--- src/rtl/lfsr_pkg.sv ---
// Shared types and constants for the LFSR sequencer and its shift register.
package lfsr_pkg;

  typedef enum logic {
    IDLE = 1'b0,
    RUN  = 1'b1
  } state_e;

  // Default feedback masks, indexed by LFSR width.
  localparam logic [7:0] TAPS_8 = 8'h1D;

  // An all-zero seed would lock the LFSR, so it is replaced by this value.
  localparam int ZERO_SEED_SUB = 1;

endpackage : lfsr_pkg

--- src/rtl/lfsr_sequencer_shiftreg.sv ---
// Right-shifting register with a synchronous seed load and a shift enable.
module ShiftRegister #(
  parameter int NBITS = 8
) (
  input  logic             clk,
  input  logic             reset_n,
  input  logic             init_i,
  input  logic [NBITS-1:0] seed_i,
  input  logic             enable_i,
  input  logic             shift_in_i,
  output logic [NBITS-1:0] q_o
);

  logic [NBITS-1:0] q_q, q_d;

  // A seed load takes priority over a shift.
  always_comb begin
    q_d = q_q;
    if (init_i) begin
      q_d = seed_i;
    end else if (enable_i) begin
      q_d = {shift_in_i, q_q[NBITS-1:1]};
    end
  end

  always_ff @(posedge clk or negedge reset_n) begin
    if (!reset_n) begin
      q_q <= '0;
    end else begin
      q_q <= q_d;
    end
  end

  assign q_o = q_q;

endmodule : ShiftRegister

--- src/rtl/lfsr_sequencer.sv ---
// Command-driven controller that seeds one Fibonacci LFSR and streams its states.
module lfsr_sequencer
  import lfsr_pkg::*;
#(
  parameter int               NBITS = 8,
  parameter logic [NBITS-1:0] TAPS  = TAPS_8,
  parameter int               CNT_W = 16
) (
  input  logic             clk,
  input  logic             reset_n,
  input  logic             cmd_valid,
  output logic             cmd_ready,
  input  logic [NBITS-1:0] cmd_seed,
  input  logic [CNT_W-1:0] cmd_len,
  input  logic             abort,
  output logic             out_valid,
  input  logic             out_ready,
  output logic [NBITS-1:0] out_data,
  output logic             out_last,
  output logic             out_wrap,
  output logic             busy,
  output logic             zero_seed
);

  state_e           state_q, state_d;
  logic [CNT_W-1:0] remaining_q, remaining_d;
  logic [CNT_W-1:0] idx_q, idx_d;
  logic [NBITS-1:0] start_seed_q, start_seed_d;
  logic             zero_seed_q, zero_seed_d;

  logic             cmdFire;
  logic             loadRun;
  logic             outFire;
  logic [NBITS-1:0] effSeed;
  logic [NBITS-1:0] q;
  logic             feedback;

  assign cmdFire  = cmd_valid && cmd_ready;
  assign loadRun  = cmdFire && (cmd_len != '0);
  assign outFire  = out_valid && out_ready;
  assign effSeed  = (cmd_seed == '0) ? NBITS'(ZERO_SEED_SUB) : cmd_seed;
  assign feedback = ^(q & TAPS);

  ShiftRegister #(
    .NBITS(NBITS)
  ) uShiftRegister (
    .clk       (clk),
    .reset_n   (reset_n),
    .init_i    (loadRun),
    .seed_i    (effSeed),
    .enable_i  (outFire),
    .shift_in_i(feedback),
    .q_o       (q)
  );

  // Next-state logic; remaining floors at 1 and idx saturates so neither wraps.
  always_comb begin
    state_d      = state_q;
    remaining_d  = remaining_q;
    idx_d        = idx_q;
    start_seed_d = start_seed_q;
    zero_seed_d  = zero_seed_q;
    if (cmdFire) begin
      zero_seed_d = (cmd_seed == '0);
    end
    case (state_q)
      IDLE: begin
        if (loadRun) begin
          state_d      = RUN;
          remaining_d  = cmd_len;
          idx_d        = '0;
          start_seed_d = effSeed;
        end
      end
      RUN: begin
        if (outFire) begin
          if (remaining_q != CNT_W'(1)) begin
            remaining_d = remaining_q - CNT_W'(1);
          end
          if (idx_q != '1) begin
            idx_d = idx_q + CNT_W'(1);
          end
          if (out_last) begin
            state_d = IDLE;
          end
        end
        if (abort) begin
          state_d = IDLE;
        end
      end
      default: state_d = IDLE;
    endcase
  end

  always_ff @(posedge clk or negedge reset_n) begin
    if (!reset_n) begin
      state_q      <= IDLE;
      remaining_q  <= '0;
      idx_q        <= '0;
      start_seed_q <= '0;
      zero_seed_q  <= 1'b0;
    end else begin
      state_q      <= state_d;
      remaining_q  <= remaining_d;
      idx_q        <= idx_d;
      start_seed_q <= start_seed_d;
      zero_seed_q  <= zero_seed_d;
    end
  end

  // Handshake outputs come from registered state; reset only masks cmd_ready.
  assign cmd_ready = reset_n && (state_q == IDLE);
  assign out_valid = (state_q == RUN);
  assign busy      = (state_q == RUN);
  assign out_data  = q;
  assign out_last  = (state_q == RUN) && (remaining_q == CNT_W'(1));
  assign out_wrap  = (state_q == RUN) && (q == start_seed_q) && (idx_q != '0);
  assign zero_seed = zero_seed_q;

endmodule : lfsr_sequencer

--- config.mk ---
export PLATFORM = sky130hd
export DESIGN_NAME = lfsr_sequencer
export DESIGN_NICKNAME = d
export VERILOG_FILES = /design/src/rtl/lfsr_pkg.sv /design/src/rtl/lfsr_sequencer_shiftreg.sv /design/src/rtl/lfsr_sequencer.sv
export SDC_FILE = /design/constraint.sdc
export NUM_CORES = 1
export LEC_CHECK = 0
export CAP_MARGIN = 20
export CORE_MARGIN = 1
export CORE_UTILIZATION = 25
export DETAILED_ROUTE_END_ITERATION = 16
export GPL_ROUTABILITY_DRIVEN = 0
export SETUP_SLACK_MARGIN = 0.05
export SYNTH_ARGS = -nofsm -noshare
export SYNTH_HDL_FRONTEND = slang
export SYNTH_SLANG_ARGS = --single-unit
--- constraint.sdc ---
create_clock -name clk -period 2.1 [get_ports clk]
set_input_delay 0.42 -clock clk [delete_from_list [all_inputs] [get_ports clk]]
set_output_delay 0.42 -clock clk [all_outputs]
set_load 0.02 [all_outputs]
==> flow_summary.ini <==
[run_status]
status = finished, final reports clean

[clock_tree]
cts_root_buf = clkbuf_16
clk_latency_ns = 0.29
cts_tree = done
numCtsBuffers = 5
cts_num_sinks = 50
ctsHoldBuffers = 0
htree_levels = 2
cts.path.max_buffers = 2
clk_pin_slew_ns = 0.07

[logic_synthesis]
syn_inst = 320
async_flop_share_pct = 100
avgSynthCellArea_um2 = 9.14
yosysWarnings = 0
yosysTopAreaCellShare_pct = 42.8
synth_edf_count = 0
synth_area_leader_cell = dfrtp_1
postSynthNetCount = 353
synth-seq-area-share_pct = 42.8
synth_area_leaders = dfrtp_1, nand2_1, xnor2_1
ys_types = 51
syn_area_um2 = 2920
synth_ff_type = dfrtp_1
ys_ff_latch = 50

[floorplan]
boundaryPins = 43
die_area_um2 = 12100
num_rows = 39
coreArea_um2 = 11400
die_w_um = 110
die_y_um = 110
start_util_pct = 25.6

[setup_path]
crit_end = out_last
slowest_stage = dfrtp_1
critPathTopFamily = simple AND/OR/NAND/NOR gates
path_buf_inv = 2
critPathLaunchType = register
required_ns = 1.68
rrSetupSlack_ns = 0.16
path_depth = 6
cp.arrival_ns = 1.59
worst_r2r_startpoint = remaining_q[1]
reg2reg_depth = 10
cp_cell_sequence = inv_2 -> ha_4 -> nor4b_4 -> and4_1 -> and2_4 -> buf_6
cp_max_fo = 2
worstSetupStartpoint = remaining_q[1]
worstReg2RegEnd = remaining_q[10]
cp-end-kind = output port
max_stage_delay_ns = 0.40
path_class = reg2out

[sta]
finClkSkew_ns = 0.0129
fin_ws_ns = 0.0935
fin_crit_sh_pct = 95.5
timing.final.hold_violations = 0
hold_ws_ns = 0.273
slew_viol_final = 0
setup_viol = 0
slew_headroom_pct = 56.2
worst_slew_pin_slew_ns = 0.657
max_freq_mhz = 498
rsz0062_at_grt = yes
fin_crit_ns = 2.01

[power_and_ir_drop]
leakage_nw = 1.86
vdd_drop_max_mv = 0.430
power.density_nw_per_um2 = 865

[global_route]
grtUsageMet1_pct = 18.8
grt_busiest_layer = met2
grt_use_met3_pct = 2.23
track_usage_pct = 14.6
grt_max_degree = 51
grtUsageMet2_pct = 25.4
grt_pass1_vias = 2904
antenna_found_initial = 0
grt_pass1_wl_um = 13800
grt_overflow = 0

[finish]
drive_above_1_share_pct = 25.0
syn2layout_area_growth_pct = 45.5
num_antenna_cells = 0
nets = 456

[routing]
initialDrtViolationCount = 113
vias = 2875
wl_per_cell_um = 14.5
drtPass1Iterations = 4
ant_nets = 0
routed_via_density = 5.07
drt_wl_total_um = 8220
drc = 0

[place]
numPortBuffers = 42
place_ws_ns = -0.255
hpwl_um = 6110

[run]
max_cap_violations = 0

[worst_hold_path]
min_path_type = in2async
==> worst register-to-register path: cells and delay by family, from the launching register on <==
kind / cells / cell delay, ns
adder cells (fa/ha/maj): 1 / 0.12
flip-flops: 1 / 0.40
buffers and inverters: 4 / 0.46
AND/OR/NAND/NOR: 2 / 0.41
AO/OA/AOI/OAI: 3 / 0.42
==> worst min-delay path by stage <==
stage	startpoint	endpoint	slack, ns	cells past startpoint
floorplan	reset_n	busy	0.12	0
CTS	reset_n	idx_q[3]	0.30	2
detailed placement	zero_seed	zero_seed	0.48	2
global route	reset_n	remaining_q[3]	0.34	2
global placement	start_seed_q[3]	start_seed_q[3]	0.48	2
finish	reset_n	uShiftRegister.q_o[3]	0.27	2
==> layout by cell type, fill, tap and decap left out, types with 3 or more instances in the layout <==
master	synthesis	routed
o211ai_1	7	7
o21ai_1	2	5
o22a_1	5	5
nand2_1	39	39
buf_4	3	71
a31oi_1	8	8
clkdlybuf4s50_1	0	37
nor2_1	25	25
a41oi_1	3	3
o21ai_0	22	19
dfrtp_1	50	50
xnor2_1	13	13
a21oi_1	16	16
nand4_1	8	8
and3_1	10	10
nand3_1	9	9
mux2i_1	9	9
o22ai_1	3	3
nor4_2	4	6
nor3_1	6	6
and4_4	2	3
ha_1	4	3
o21a_1	3	3
clkbuf_16	0	5
xor2_1	6	6
inv_1	5	4
nor4_1	11	7
==> state kept, by name (all words and copies together), names as in the netlist <==
name	count
uShiftRegister.q_o	8
start_seed_q	8
remaining_q	16
idx_q	16
zero_seed	1
busy	1
==> layout make-up <==
| class | instances | area, um^2 |
|---|---|---|
| sequential | 50 | 1250 |
| fill | 1192 | 7160 |
| tap | 143 | 179 |
| inverter | 6 | 22.5 |
| clock buffer | 6 | 139 |
| multi-input combinational | 245 | 1630 |
| clock inverter | 2 | 38.8 |
| timing repair buffer | 115 | 992 |
==> metrics by stage <==
stage | utilization (%) | TNS, ns | std cells | total power, W | area, um^2
floorplan | - | 0 | 320 | 0.00200 | 2940
global placement | 34.8 | -6.41 | 557 | 0.00266 | 3980
detailed placement | 34.8 | -6.88 | 557 | 0.00269 | 3980
CTS | 36.6 | 0 | 566 | 0.00367 | 4180
global route | 37.3 | 0 | 567 | 0.00391 | 4260
finish | 37.3 | 0 | 567 | 0.00368 | 4260
==> report_power, final <==
| part | leakage (nW) | internal, W | switching [W] |
|---|---|---|---|
| registers | 0.632 | 0.00116 | 0.000150 |
| clock network | 0.0875 | 0.000599 | 0.000364 |
| logic | 1.14 | 0.000720 | 0.000688 |
| total | 1.86 | 0.00248 | 0.00120 |
==> synth_stat cells (3+ instances only) <==
cell / number
dfrtp_1: 50
nand2_1: 39
nor2_1: 25
o21ai_0: 22
a21oi_1: 16
xnor2_1: 13
nor4_1: 11
and3_1: 10
mux2i_1: 9
nand3_1: 9
a31oi_1: 8
nand4_1: 8
o211ai_1: 7
buf_2: 6
clkbuf_1: 6
nor3_1: 6
xor2_1: 6
inv_1: 5
o22a_1: 5
ha_1: 4
nor4_2: 4
a41oi_1: 3
and2_1: 3
buf_4: 3
buf_6: 3
o21a_1: 3
o22ai_1: 3
==> kinds of logic after synthesis <==
| kind of cell | Yosys count | share of synthesized area (%) |
|---|---|---|
| flops | 50 | 42.8 |
| compound gates | 85 | 19.0 |
| mux | 9 | 3.08 |
| xor+xnor | 19 | 5.69 |
| simple gates | 128 | 23.1 |
| fa+ha+maj | 4 | 1.71 |
| buf+inv | 25 | 4.62 |
==> per-layer routing <==
metal	wire length [um]	share of wire, %	vias up
met5	0	0	-
met3	408	5.0	8
met2	4020	49	88
met4	87	1.1	0
met1	3710	45	1385
li1	-	-	1394
==> what timing repair did <==
item,in CTS,in global routing
pin swaps,2,3
setup endpoints to repair,5,25
resized for setup,15,16
buffers inserted,1,1
Power figures use the tool's default switching activity.
